[src/rtl/piso_serializer.sv]
// piso_serializer: parallel-in / serial-out converter.
// Takes a DATA_WIDTH word over a valid/ready handshake and emits it as
// DATA_WIDTH/LANES beats of LANES bits. MSB_FIRST selects which end of the
// word leaves first. A word can be accepted on the last-beat transfer of the
// previous word, so streaming words produce no idle cycle between them.
module piso_serializer #(
  parameter int DATA_WIDTH = 16,
  parameter int LANES      = 1,
  parameter int MSB_FIRST  = 0
) (
  input  logic                  clk,
  input  logic                  resetn,
  input  logic [DATA_WIDTH-1:0] din,
  input  logic                  din_valid,
  output logic                  din_ready,
  output logic [LANES-1:0]      dout,
  output logic                  dout_valid,
  input  logic                  dout_ready,
  output logic                  dout_last
);

  localparam int BEATS = DATA_WIDTH / LANES;
  localparam int CNT_W = (BEATS > 1) ? $clog2(BEATS) : 1;
  localparam logic [CNT_W-1:0] LAST_CNT = CNT_W'(BEATS - 1);

  typedef enum logic {
    IDLE  = 1'b0,
    SHIFT = 1'b1
  } state_e;

  state_e                state_q, state_d;
  logic [DATA_WIDTH-1:0] shreg_q, shreg_d;
  logic [DATA_WIDTH-1:0] shreg_adv;
  logic [CNT_W-1:0]      cnt_q, cnt_d;
  logic [LANES-1:0]      lane;
  logic                  accept;
  logic                  xfer;

  // Pick the lane at the output end and the register advanced by one beat
  // (zero-filled from the far end) according to the bit order.
  always_comb begin
    if (MSB_FIRST != 0) begin
      lane      = shreg_q[DATA_WIDTH-1 -: LANES];
      shreg_adv = shreg_q << LANES;
    end else begin
      lane      = shreg_q[LANES-1:0];
      shreg_adv = shreg_q >> LANES;
    end
  end

  // Handshake decode: din_ready also opens on the last-beat transfer so the
  // next word loads without a bubble; dout is gated to zero when not valid.
  always_comb begin
    dout_valid = (state_q == SHIFT);
    dout_last  = dout_valid & (cnt_q == LAST_CNT);
    xfer       = dout_valid & dout_ready;
    din_ready  = (state_q == IDLE) | (xfer & dout_last);
    accept     = din_valid & din_ready;
    dout       = dout_valid ? lane : '0;
  end

  // Next-state logic for the FSM, shift register and beat counter.
  always_comb begin
    state_d = state_q;
    shreg_d = shreg_q;
    cnt_d   = cnt_q;
    unique case (state_q)
      IDLE: begin
        if (accept) begin
          state_d = SHIFT;
          shreg_d = din;
          cnt_d   = '0;
        end
      end
      SHIFT: begin
        if (xfer) begin
          if (dout_last) begin
            if (accept) begin
              shreg_d = din;
              cnt_d   = '0;
            end else begin
              state_d = IDLE;
              shreg_d = '0;
              cnt_d   = '0;
            end
          end else begin
            shreg_d = shreg_adv;
            cnt_d   = cnt_q + CNT_W'(1);
          end
        end
      end
      default: begin
        state_d = IDLE;
        shreg_d = '0;
        cnt_d   = '0;
      end
    endcase
  end

  // State registers; reset aborts any word in flight immediately.
  always_ff @(posedge clk or negedge resetn) begin
    if (!resetn) begin
      state_q <= IDLE;
      shreg_q <= '0;
      cnt_q   <= '0;
    end else begin
      state_q <= state_d;
      shreg_q <= shreg_d;
      cnt_q   <= cnt_d;
    end
  end

endmodule

[config.mk]
export PLATFORM = sky130hd
export DESIGN_NAME = piso_serializer
export DESIGN_NICKNAME = d
export VERILOG_FILES = /design/src/rtl/piso_serializer.sv
export SDC_FILE = /design/constraint.sdc
export NUM_CORES = 1
export LEC_CHECK = 0
export CELL_PAD_IN_SITES_DETAIL_PLACEMENT = 0
export CELL_PAD_IN_SITES_GLOBAL_PLACEMENT = 1
export CORE_AREA = 2 2 52 73
export DETAILED_ROUTE_END_ITERATION = 12
export DIE_AREA = 0 0 54 75
export HOLD_SLACK_MARGIN = 0.15
export PLACE_DENSITY = 0.75
export SLEW_MARGIN = 20
export SYNTH_ARGS = -nofsm -noshare
export SYNTH_HDL_FRONTEND = slang
export SYNTH_SLANG_ARGS = --single-unit
[constraint.sdc]
create_clock -name clk -period 2 [get_ports clk]
set_input_delay 0.2 -clock clk [delete_from_list [all_inputs] [get_ports clk]]
set_output_delay 0.2 -clock clk [all_outputs]
set_load 0.005 [all_outputs]
==> impl_metrics.ini <==
[status]
status = completed

[cells_and_area]
antenna-diode-count = 0
final_cells = 185
postLayoutCoreUtil_pct = 46.4
nets = 167
drive_gt1_share_pct = 22.1
final_area_mm2 = 0.00157
syn_to_final_growth_pct = 20.8

[clock_tree]
clkSinkCount = 21
cts_buffers = 3
cts_resized = 0
h-tree-depth = 1
path_clk_slew_ns = 0.07
cts_max_path_buffers = 2
root_buffer = clkbuf_8
cts_tree = built
cts_setup_buffers = 0
clock_latency_ns = 0.25
holdBufCountCts = 0

[yosys]
synth_commonest_cells = dfrtp_1, a31oi_1, nor2_1
synth_area_leaders = dfrtp_1, o221ai_2, a31oi_1
synth_cells = 121
yosysWarnings = 0
synth_top_area_share_pct = 40.5
synth.distinct_cells = 32
synth-edff-count = 0
ys.flop_type = dfrtp_1
synth_seq_area_share_pct = 40.5
synthArstFlopShare_pct = 100
synth_most_common_cell = dfrtp_1
ys_ff_latch = 21
synth_area_per_cell_um2 = 10.7
synth_nets = 142
synthesis.area_mm2 = 0.00130
synth_top_area_cell = dfrtp_1

[routing]
vias = 1067
first_pass_iters = 4
post_drt_via_cell_ratio = 5.77
drcViolationCount = 0
ant_nets = 0
drtIter0Drc = 46
wl_per_cell_um = 16.0
routed_wl_um = 2970

[power_and_ir_drop]
switching_share_pct = 32.9
pwr-share-seq_pct = 47.3
pwr-share-comb_pct = 32.5
clkPwrFrac_pct = 20.2
powerDensity_mw_per_mm2 = 865
p_sw_uw = 446
power.leakage_uw = 0.000588
vdd_drop_max_mv = 0.443
intPower_uw = 909

[timing]
finalCritPeriodShare_pct = 95.4
final_hold_viol_count = 0
layout_min_cycle_time_ns = 1.91
drv_slew = 0
slew_headroom_pct = 63.8
setup_viol = 0
worstMarginPinSlew_ns = 0.531
clock_skew_ns = 0.000823
tns_ns = 0
holdWs_ns = 0.288
max_freq_mhz = 524

[grt]
grt.total_usage_pct = 17.2
grt_pass1_vias = 1117
grt_start_max_net_pins = 22
grt_pass1_wl_um = 5180
antenna_found_initial = 0
overflow = 0

[hold_path]
hp-class = in -> async

[floorplan]
dieArea_mm2 = 0.00405
rows = 25
initial_core_util_pct = 38.4
dieWidth_um = 54
core_mm2 = 0.00338
io_pins = 24
die_h_um = 75

[worst_setup_path]
critPathLaunchType = flop
ff2ff_setup_slack_ns = 0.56
cp.required_ns = 1.80
timing.rr.start = dout_valid$_DFF_PN0_
worstSetupPathType = reg -> out
startpoint = cnt_q[0]$_DFFE_PN0P_
path_max_fanout = 16
arrival_ns = 1.71
end_kind = primary output

[place]
place.gp.congestion = 0.784
place_area_mm2 = 0.00152
dp_hpwl_um = 1980
place_inst = 181
numPortBuffers = 23

[run]
maxCapViolCount = 0
==> path summary, 6_finish.rpt <==
path | endpoint | cells after the start
max | dout_last | 4
max in group asynchronous | dout_valid$_DFF_PN0_ | 2
max reg2reg | shreg_q[10]$_DFFE_PN0P_ | 5
min in group clk | cnt_q[0]$_DFFE_PN0P_ | 1
min reg2reg | cnt_q[0]$_DFFE_PN0P_ | 1
min | dout_valid$_DFF_PN0_ | 2
==> metrics by stage <==
step                      setup WS, ns  total power [uW]
after floorplan                  0.613               953
after global placement           0.344              1070
after detailed placement         0.315              1090
after CTS                       0.0469              1370
after global routing          -0.00110              1460
final                           0.0915              1360
==> sequential cells by signal, summed over array words and instances, names as in the netlist <==
| name | cells |
|---|---|
| shreg_q | 16 |
| cnt_q | 4 |
| dout_valid | 1 |
==> power groups by stage <==
stage	clock network, uW	logic, uW	registers [uW]
6_report	274	440	641
5_1_grt	306	497	655
4_1_cts	290	442	638
3_5_place_dp	0	440	646
3_3_place_gp	0	425	641
2_1_floorplan	0	332	622
==> critical path, stage by stage, from the launching register on <==
cell and delay (ns):
dfrtp_1 0.40, ha_2 0.25, nand4_4 0.15, inv_8 0.14, clkdlybuf4s50_1 0.51
==> placed cells by master (no fill, tap or decap), drive strengths merged, types with 3 or more instances in the layout <==
| cell | instances |
|---|---|
| clkdlybuf4s50 | 23 |
| o221ai | 15 |
| nor2 | 15 |
| a21oi | 16 |
| buf | 7 |
| dfrtp | 21 |
| a31oi | 16 |
| and2 | 3 |
| clkbuf | 4 |
| nand2 | 6 |
==> logic make-up (layout without fill, tap and decap cells) <==
kind of cell | after synthesis | in the layout | share of synthesized area (%)
multiplexers | 3 | 3 | 3.66
flip-flops | 21 | 21 | 40.5
adder cells (fa/ha/maj) | 1 | 1 | 0.964
buffers and inverters | 13 | 37 | 10.0
AND/OR/NAND/NOR | 30 | 30 | 11.7
AO/OA/AOI/OAI | 52 | 52 | 32.5
XOR/XNOR | 1 | 1 | 0.675
==> metal layers <==
layer,routed length [um],track usage [%],share of wire [%]
met1,1360,21.3,46
met2,1510,30.4,51
met3,71,1.79,2.4
met4,23,5.83,0.78
met5,0,0,0
==> layout make-up <==
type | instances | area [um2]
Fill cell | 338 | 1810
Multi-Input combinational cell | 87 | 644
Sequential cell | 21 | 527
Timing Repair Buffer | 30 | 283
Tap cell | 40 | 50.0
Clock buffer | 4 | 45.0
Inverter | 3 | 18.8
Power figures use the tool's default switching activity.
